--- config.mk ---
export PLATFORM = sky130hd
export DESIGN_NAME = frame_wr_ctrl
export DESIGN_NICKNAME = d
export VERILOG_FILES = /design/src/rtl/frame_wr_ctrl.sv
export SDC_FILE = /design/constraint.sdc
export NUM_CORES = 1
export LEC_CHECK = 0
export ABC_AREA = 1
export BUFFER_PORTS_ARGS = -buffer_cell sky130_fd_sc_hd__buf_4
export CORE_MARGIN = 2
export CORE_UTILIZATION = 50
export CTS_CLUSTER_DIAMETER = 60
export DETAILED_ROUTE_END_ITERATION = 8
export PLACE_DENSITY = 0.66
export RECOVER_POWER = 25
export SYNTH_ARGS = -nofsm -noshare
export SYNTH_HDL_FRONTEND = slang
export SYNTH_SLANG_ARGS = --single-unit
--- constraint.sdc ---
create_clock -name sys_clk -period 5 [get_ports sys_clk]
set_input_delay 1 -clock sys_clk [delete_from_list [all_inputs] [get_ports sys_clk]]
set_output_delay 1 -clock sys_clk [all_outputs]
set_load 0.005 [all_outputs]
--- src/rtl/frame_wr_ctrl.sv ---
// ---------------------------------------------------------------------------
// frame_wr_ctrl
//
// Purpose:
//   Collects camera pixels into a first-word-fall-through FIFO and drains
//   them to an external memory controller in fixed-length write bursts.
//   The burst start address walks through one frame buffer of FRAME_WORDS
//   words and wraps to 0 after the last burst of a frame, pulsing
//   frame_done. A frame_start pulse resynchronises the writer: the FIFO is
//   flushed, the address returns to 0 and the overflow flag is cleared. If
//   frame_start arrives mid-burst, the burst is allowed to finish first.
//
// Parameters:
//   BURST_LEN   - words per memory write burst (power of 2, >= 2)
//   FIFO_DEPTH  - pixel buffer depth in words (power of 2, >= 2*BURST_LEN)
//   FRAME_WORDS - words per frame (multiple of BURST_LEN)
//   ADDR_W      - memory word-address width
//
// Ports:
//   sys_clk      in   clock for all logic
//   sys_rst      in   asynchronous active-high reset
//   frame_start  in   one-cycle pulse, start of a camera frame
//   pix_valid    in   pixel write strobe
//   pix_data     in   [15:0] RGB565 pixel
//   mem_wr_req   out  burst write request (held until mem_wr_ack)
//   mem_wr_addr  out  [ADDR_W-1:0] burst start word address
//   mem_wr_ack   in   one-cycle request acceptance
//   mem_data_req in   controller pulls one word per asserted cycle (BURST)
//   mem_wr_data  out  [15:0] current FIFO head word
//   overflow     out  sticky pixel-drop flag
//   frame_done   out  one-cycle pulse after the last burst of a frame
// ---------------------------------------------------------------------------
module frame_wr_ctrl #(
  parameter int BURST_LEN   = 16,
  parameter int FIFO_DEPTH  = 64,
  parameter int FRAME_WORDS = 307200,
  parameter int ADDR_W      = 24
) (
  input  logic              sys_clk,
  input  logic              sys_rst,
  input  logic              frame_start,
  input  logic              pix_valid,
  input  logic [15:0]       pix_data,
  output logic              mem_wr_req,
  output logic [ADDR_W-1:0] mem_wr_addr,
  input  logic              mem_wr_ack,
  input  logic              mem_data_req,
  output logic [15:0]       mem_wr_data,
  output logic              overflow,
  output logic              frame_done
);

  localparam int PTR_W  = $clog2(FIFO_DEPTH);
  localparam int BEAT_W = $clog2(BURST_LEN);

  typedef enum logic [1:0] {
    ST_IDLE  = 2'd0,
    ST_REQ   = 2'd1,
    ST_BURST = 2'd2
  } state_t;

  // -------------------------------------------------------------------------
  // State
  // -------------------------------------------------------------------------
  state_t              state_reg,      state_next;
  // Pointers carry one extra wrap bit so full and empty are distinguishable.
  logic [PTR_W:0]      wr_ptr_reg,     wr_ptr_next;
  logic [PTR_W:0]      rd_ptr_reg,     rd_ptr_next;
  logic [BEAT_W-1:0]   beat_reg,       beat_next;
  logic [ADDR_W-1:0]   addr_reg,       addr_next;
  logic                flush_pend_reg, flush_pend_next;
  logic                overflow_reg,   overflow_next;
  logic                done_reg,       done_next;

  // Pixel storage; no reset, contents are only meaningful between pointers.
  logic [15:0]         fifo_mem [FIFO_DEPTH];

  // -------------------------------------------------------------------------
  // Datapath decode
  // -------------------------------------------------------------------------
  logic [PTR_W:0]      level;
  logic                fifo_full;
  logic                fifo_empty;
  logic                pop;
  logic                push;
  logic                drop;
  logic                discard;
  logic                last_beat;
  logic [ADDR_W-1:0]   addr_inc;
  logic                frame_wrap;
  logic                flush_now;

  assign level      = wr_ptr_reg - rd_ptr_reg;
  assign fifo_full  = (level == (PTR_W+1)'(FIFO_DEPTH));
  assign fifo_empty = (level == '0);

  // Pops only happen inside a burst; data requests elsewhere are ignored.
  // The empty guard protects the pointers against a misbehaving controller.
  assign pop        = (state_reg == ST_BURST) && mem_data_req && !fifo_empty;
  assign last_beat  = pop && (beat_reg == BEAT_W'(BURST_LEN - 1));

  // While a flush is pending (or being requested this cycle) incoming pixels
  // belong to a frame that is about to be discarded, so they are silently
  // dropped and do not count as overflow.
  assign discard    = flush_pend_reg || frame_start;

  // A same-cycle pop frees a slot, so a push into a full FIFO is accepted.
  assign push       = pix_valid && !discard && (!fifo_full || pop);
  assign drop       = pix_valid && !discard && fifo_full && !pop;

  assign addr_inc   = addr_reg + ADDR_W'(BURST_LEN);
  assign frame_wrap = (addr_inc == ADDR_W'(FRAME_WORDS));

  // -------------------------------------------------------------------------
  // FIFO storage write and first-word-fall-through read
  // -------------------------------------------------------------------------
  always_ff @(posedge sys_clk) begin
    if (push) begin
      fifo_mem[wr_ptr_reg[PTR_W-1:0]] <= pix_data;
    end
  end

  assign mem_wr_data = fifo_mem[rd_ptr_reg[PTR_W-1:0]];

  // -------------------------------------------------------------------------
  // Next-state and datapath update logic
  // -------------------------------------------------------------------------
  always_comb begin
    state_next      = state_reg;
    wr_ptr_next     = wr_ptr_reg + {{PTR_W{1'b0}}, push};
    rd_ptr_next     = rd_ptr_reg + {{PTR_W{1'b0}}, pop};
    beat_next       = beat_reg;
    addr_next       = addr_reg;
    flush_pend_next = flush_pend_reg;
    overflow_next   = overflow_reg | drop;
    done_next       = 1'b0;
    flush_now       = 1'b0;

    case (state_reg)
      ST_IDLE: begin
        if (frame_start) begin
          flush_now = 1'b1;
        end else if (!flush_pend_reg &&
                     (level >= (PTR_W+1)'(BURST_LEN))) begin
          state_next = ST_REQ;
        end
      end

      ST_REQ: begin
        if (frame_start) begin
          // Abandon the request before it is accepted.
          flush_now  = 1'b1;
          state_next = ST_IDLE;
        end else if (mem_wr_ack) begin
          state_next = ST_BURST;
          beat_next  = '0;
        end
      end

      ST_BURST: begin
        // The controller already owns this burst, so a new frame only
        // marks the flush; it is applied when the burst ends.
        if (frame_start) begin
          flush_pend_next = 1'b1;
        end
        if (pop) begin
          beat_next = beat_reg + BEAT_W'(1);
        end
        if (last_beat) begin
          state_next = ST_IDLE;
          addr_next  = frame_wrap ? '0 : addr_inc;
          done_next  = frame_wrap;
          // A frame_start on the very last beat still counts as pending.
          if (flush_pend_reg || frame_start) begin
            flush_now = 1'b1;
          end
        end
      end

      default: begin
        state_next = ST_IDLE;
      end
    endcase

    // Flush: pushes are blocked whenever a flush is requested, so aligning
    // the read pointer with the current write pointer empties the FIFO,
    // including any word popped on this same edge.
    if (flush_now) begin
      rd_ptr_next     = wr_ptr_reg;
      addr_next       = '0;
      overflow_next   = 1'b0;
      flush_pend_next = 1'b0;
      state_next      = ST_IDLE;
    end
  end

  // -------------------------------------------------------------------------
  // Registers
  // -------------------------------------------------------------------------
  always_ff @(posedge sys_clk or posedge sys_rst) begin
    if (sys_rst) begin
      state_reg      <= ST_IDLE;
      wr_ptr_reg     <= '0;
      rd_ptr_reg     <= '0;
      beat_reg       <= '0;
      addr_reg       <= '0;
      flush_pend_reg <= 1'b0;
      overflow_reg   <= 1'b0;
      done_reg       <= 1'b0;
    end else begin
      state_reg      <= state_next;
      wr_ptr_reg     <= wr_ptr_next;
      rd_ptr_reg     <= rd_ptr_next;
      beat_reg       <= beat_next;
      addr_reg       <= addr_next;
      flush_pend_reg <= flush_pend_next;
      overflow_reg   <= overflow_next;
      done_reg       <= done_next;
    end
  end

  // -------------------------------------------------------------------------
  // Outputs
  // -------------------------------------------------------------------------
  // The request is a pure state decode, so it falls the cycle after ack and
  // mem_wr_addr (the address register) cannot move while it is asserted.
  assign mem_wr_req  = (state_reg == ST_REQ);
  assign mem_wr_addr = addr_reg;
  assign overflow    = overflow_reg;
  assign frame_done  = done_reg;

endmodule

==> out/metrics.yaml, run 1 <==
crit_path_end_kind: "output pin"
via_count: 28100
synth_cells: 3373
post_drt_wl_per_cell_um: 24.4
synth_fa_ha_area_share_pct: 0.379
cp_num_buf_inv: 3
core_mm2: 0.0851
drt_pass1_iterations: 5
cp_common_cell: "buf_4"
cap_violations: 16
grt_pass1_vias: 26600
rsz0062_at_grt: "false"
path_clk_slew_ps: 60
avgViaCountPerCell: 6.00
slowest_delay_ps: 730
syn_area_mm2: 0.0429
design_area_mm2: 0.0485
die_h_um: 297
path_cells: "buf_12 > buf_4 > o21ai_0 > o221ai_1 > nand3_1 > nand4_1 > nand2_1 > a21oi_1 > buf_4"
final_nets: 3484
drtIter0Drc: 3618
synth_top_family_by_area: "compound AO/OA/AOI/OAI gates"
cts_resized: 0
synthMuxAreaShare_pct: 0
row_count: 107
gp_congestion: 0.892
drc: 0
area_growth_pct: 13.0
hold_buffers: 0
avgSynthCellArea_um2: 12.7
cts_buffer_depth: 3
setup_ws_ps: 292
critPathMaxFanout: 61
place.port_buffers: 60
track_usage_pct: 25.6
drt-total-wl_mm: 114
die_x_um: 297
yosys.area_share.simple_pct: 11.1
drv_slew: 1019
synth_compound_area_share_pct: 11.3
rrSetupSlack_ps: 1170
vdd_drop_max_mv: 0.381
grt_pass1_wl_mm: 170
pre_cts_slack_ps: 1110
fin_crit_sh_pct: 94.2
arrival_ps: 3710
start_util_pct: 50.4
hpwl_mm: 63.8
leakage_nw: 16.1
ys_ff_latch: 1067
path_class: "flop to output pin"
worst_pin_slew_ps: 3660
hold_path_class: "flop to flop"
placed_area_mm2: 0.0451
drive_above_1_share_pct: 10.8
critPathRequiredTime_ps: 4000
cts_buffers: 105
cts_tree: "built"
clk_latency_ps: 670
largest_reg_flops: 1024
setup_viol: 0
fillCellCount: 6850
layout_common_cells: "edfxtp_1 (1024), nor2_1 (633), o21ai_0 (508), nand2_1 (298), o22ai_1 (158)"
fin_tns_setup_ps: 0
io-pin-count: 65
status: "finished, violations left"
crit_slowest_cell: "dfrtp_4"
post_cts_buffers: 0
antenna_found_initial: 0
htreeDepth: 3
drtAntennaViolNets: 0
critPathTopFamily: "buffers and inverters"
yosysWarnings: 0
period_minus_slack_ps: 4710
die-area_mm2: 0.0882
num_antenna_cells: 0
gr-total-overflow: 0
ys_types: 36
maxSlewHeadroom_pct: -144
cts-root-buf: "clkbuf_16"
synth_xor_area_share_pct: 0.428
hold_viol: 0
grt_start_max_net_pins: 106
timing.fmax_mhz: 212
layout_commonest_cell: "edfxtp_1"
violations: "capacitance limit, slew limit"
cp-start-kind: "flop"
yosysSeqAreaShare_pct: 74.1
clock_sinks: 1067
powerDensity_mw_per_mm2: 554
fin_skew_ps: 18.4
[cell usage after synthesis (all sizes together)]
| library cell | count | share of area, % |
|---|---|---|
| edfxtp | 1024 | 72 |
| nor2 | 653 | 5.8 |
| o21ai | 527 | 6.1 |
| nand2 | 313 | 2.9 |
| o22ai | 158 | 2.3 |
| clkbuf | 157 | 1.4 |
| nand3 | 138 | 1.6 |
| o221ai | 98 | 2.0 |
| buf | 63 | 0.80 |
| inv | 56 | 0.50 |
| dfrtp | 43 | 2.5 |
| nand4 | 42 | 0.63 |
| o211ai | 30 | 0.52 |
| a21oi | 22 | 0.26 |
| xor2 | 14 | 0.29 |
| ha | 13 | 0.38 |
| xnor2 | 7 | 0.14 |
| clkinv | 3 | 0.026 |
| nand3b | 3 | 0.052 |
| nor3 | 3 | 0.035 |
| o21bai | 3 | 0.052 |
| conb | 1 | 0.0087 |
| o21a | 1 | 0.017 |
| or2 | 1 | 0.015 |
[kinds of logic (layout without fill, tap and decap cells)]
| logic type | Yosys count | after routing |
|---|---|---|
| compound gates | 839 | 839 |
| flops | 1067 | 1067 |
| other cells | 1 | 4 |
| xor+xnor | 21 | 21 |
| simple gates | 1153 | 1153 |
| fa+ha+maj | 13 | 13 |
| buf+inv | 279 | 445 |
[final cells by class]
type,count,area [um^2],share of cell area (%)
flip-flops and latches,1067,31800,65.6
multi-input cells,2030,10000,20.6
clock buffers,122,2730,5.63
repair buffers,186,1550,3.20
well taps,1144,1430,2.95
clock inverters,78,718,1.48
inverters,59,239,0.493
[final timing paths]
kind,from,endpoint,cells after the start
max in group asynchronous,sys_rst,rd_ptr_reg[2],2
max,rd_ptr_reg[0],mem_wr_data[4],9
min,overflow,overflow,1
max reg2reg,rd_ptr_reg[2],fifo_mem[9][4],15
min in group asynchronous,sys_rst,mem_wr_addr[4],2
min reg2reg,overflow,overflow,1
[power breakdown]
part / switching (mW) / internal [mW] / leakage (nW)
clock: 3.38 / 4.51 / 1.70
sequential: 0.274 / 10.1 / 9.77
combinational: 6.16 / 2.49 / 4.61
[routing by layer]
layer  global-route usage, %  vias up  part of all wire, %
met5                       0        -                    0
met2                    39.9     1327                   47
li1                        -    12600                    -
met3                    3.53      179                  9.0
met1                    37.5    14000                   41
met4                    8.16        0                  2.8
[through the flow]
step	power [mW]	hold slack (ps)	cells	utilization, %
floorplan	15.5	467	3376	-
global placement	18.9	483	4486	53.0
detailed placement	19.0	488	4486	53.0
CTS	26.8	504	4686	57.1
global route	28.0	526	4686	57.0
finish	26.9	493	4686	57.0
Note: power is estimated with default switching activity, not from simulation.
==> inputs of run 2 (changes only) <==
Settings changed: RECOVER_POWER 25 to default, TNS_END_PERCENT from default to 20.
==> run 2 against run 1 <==
  * The flow now finishes without violations
  * Sequential power hardly changed
  * Register-to-register slack about the same
  * Sequential share of layout area decreased by 0.076 points
  * Clock skew about the same
  * Sequential cell count unchanged
  * Routed wire length about the same
  * Final cell count is the same
  * Power barely moved
  * Maximum frequency grew 0.58%
  * Global-route usage unchanged
  * Worst hold slack barely moved
  * Critical endpoint unchanged
==> out/metrics.yaml, run 2 (synthesis results as in run 1) <==
cts_tree: "built"
grt_pass1_vias: 26600  # unchanged
path_cells: "buf_12 > buf_4 > o21ai_0 > o221ai_1 > nand3_1 > nand4_1 > nand2_1 > a21oi_1 > buf_4"
avgViaCountPerCell: 6.02  # +0.24%
critPathRequiredTime_ps: 4000  # about the same
via_count: 28200  # +0.24%
top_usage_layer: "met2"
start_util_pct: 50.4  # unchanged
htreeDepth: 3  # unchanged
place.port_buffers: 60  # unchanged
fin_skew_ps: 18.0  # -0.385 ps
drt-total-wl_mm: 114  # about the same
rsz0062_at_grt: "false"
hold_buffers: 0  # unchanged
hold_viol: 0  # unchanged
cp_num_buf_inv: 3  # unchanged
timing.fmax_mhz: 214  # +0.58%
grt.met1_usage_pct: 37.5  # unchanged
arrival_ps: 3680  # -30 ps
area_growth_pct: 13.1
grt_start_max_net_pins: 106  # unchanged
powerDensity_mw_per_mm2: 553  # -0.19%
largest_reg_flops: 1024  # unchanged
critPathTopFamily: "buffers and inverters"
hpwl_mm: 63.8  # unchanged
crit_path_end_kind: "output pin"
post_cts_buffers: 0  # unchanged
drtIter0Drc: 3643  # +0.69%
critPathMaxFanout: 61  # unchanged
drive_above_1_share_pct: 11.3  # +0.45 points
crit_slowest_cell: "dfrtp_4"
cap_violations: 0  # -16
fin_crit_sh_pct: 93.6  # -0.54 points
min_from: "overflow"
cp-start-kind: "flop"
hold_path_class: "flop to flop"
worst_pin_slew_ps: 961  # -2700 ps
maxSlewHeadroom_pct: 35.7  # +180 points
drt_pass1_iterations: 5  # unchanged
gr-total-overflow: 0  # unchanged
path_class: "flop to output pin"
placed_area_mm2: 0.0451  # unchanged
drtAntennaViolNets: 0  # unchanged
slowest_delay_ps: 730  # about the same
post_drt_wl_per_cell_um: 24.4  # about the same
startpoint: "rd_ptr_reg[0]"
num_antenna_cells: 0  # unchanged
status: "completed"
clock_sinks: 1067  # unchanged
grt.met2_usage_pct: 39.9  # unchanged
cts-root-buf: "clkbuf_16"
fin_tns_setup_ps: 0  # unchanged
antenna_found_initial: 0  # unchanged
layout_commonest_cell: "edfxtp_1"
row_count: 107  # unchanged
final_nets: 3484  # unchanged
period_minus_slack_ps: 4680  # -27.2 ps
gp_congestion: 0.892  # unchanged
path_clk_slew_ps: 60  # about the same
die_h_um: 297  # unchanged
design_area_mm2: 0.0486  # +0.12%
clk_latency_ps: 670  # about the same
grt_pass1_wl_mm: 170  # unchanged
drv_slew: 0  # -100%
r2r-start: "rd_ptr_reg[2]"
cts_resized: 0  # unchanged
cp_common_cell: "buf_4"
cts_buffer_depth: 3  # unchanged
die_x_um: 297  # unchanged
track_usage_pct: 25.6  # unchanged
setup_viol: 0  # unchanged
leakage_nw: 16.1  # +0.33%
core_mm2: 0.0851  # unchanged
fillCellCount: 6834  # -0.23%
drc: 0  # unchanged
io-pin-count: 65  # unchanged
cts_buffers: 105  # unchanged
vdd_drop_max_mv: 0.382  # +0.20%
grt_use_met3_pct: 3.53  # unchanged
die-area_mm2: 0.0882  # unchanged
layout_common_cells: "edfxtp_1 (1024), nor2_1 (633), o21ai_0 (508), nand2_1 (298), buf_4 (169)"
## run 2: power by group
| group | switching, mW | total [mW] | internal, mW | leakage (nW) |
|---|---|---|---|---|
| Sequential | 0.274 | 10.3 | 10.0 | 9.77 |
| Clock | 3.38 | 7.89 | 4.51 | 1.70 |
| Combinational | 6.15 | 8.65 | 2.50 | 4.66 |
## run 2: through the flow
stage / util [%] / setup WS [ps] / hold WS, ps / std cells / power, mW
6_report: 57.1 / 319 / 493 / 4686 / 26.8
2_1_floorplan: - / 1480 / 467 / 3376 / 15.5
3_5_place_dp: 53.0 / 1110 / 488 / 4486 / 19.0
5_1_grt: 57.1 / 155 / 526 / 4686 / 28.0
4_1_cts: 57.1 / 353 / 504 / 4686 / 26.8
3_3_place_gp: 53.0 / 1110 / 483 / 4486 / 18.9
## run 2: cell type report
cell class	instances	area (um^2)	area share, %
Clock buffer	122	2730	5.63
Clock inverter	78	718	1.48
Inverter	59	239	0.492
Multi-Input combinational cell	2030	10000	20.6
Sequential cell	1067	31800	65.5
Tap cell	1144	1430	2.95
Timing Repair Buffer	186	1610	3.31
## run 2: path summary, 6_finish.rpt
check	slack, ps	endpoint	depth (start not counted)
worst max-delay path	320	mem_wr_data[4]	9
worst min-delay path	490	overflow	1
worst max register to register	1160	fifo_mem[9][7]	15
worst min register to register	490	overflow	1
max in group asynchronous	3750	rd_ptr_reg[2]	2
min in group asynchronous	550	mem_wr_addr[4]	2
## run 2: routing by layer
metal / share of wire [%] / vias to the layer above
met5: 0 / -
met4: 2.8 / 0
met3: 8.8 / 189
met2: 47 / 1343
met1: 42 / 14000
li1: - / 12600
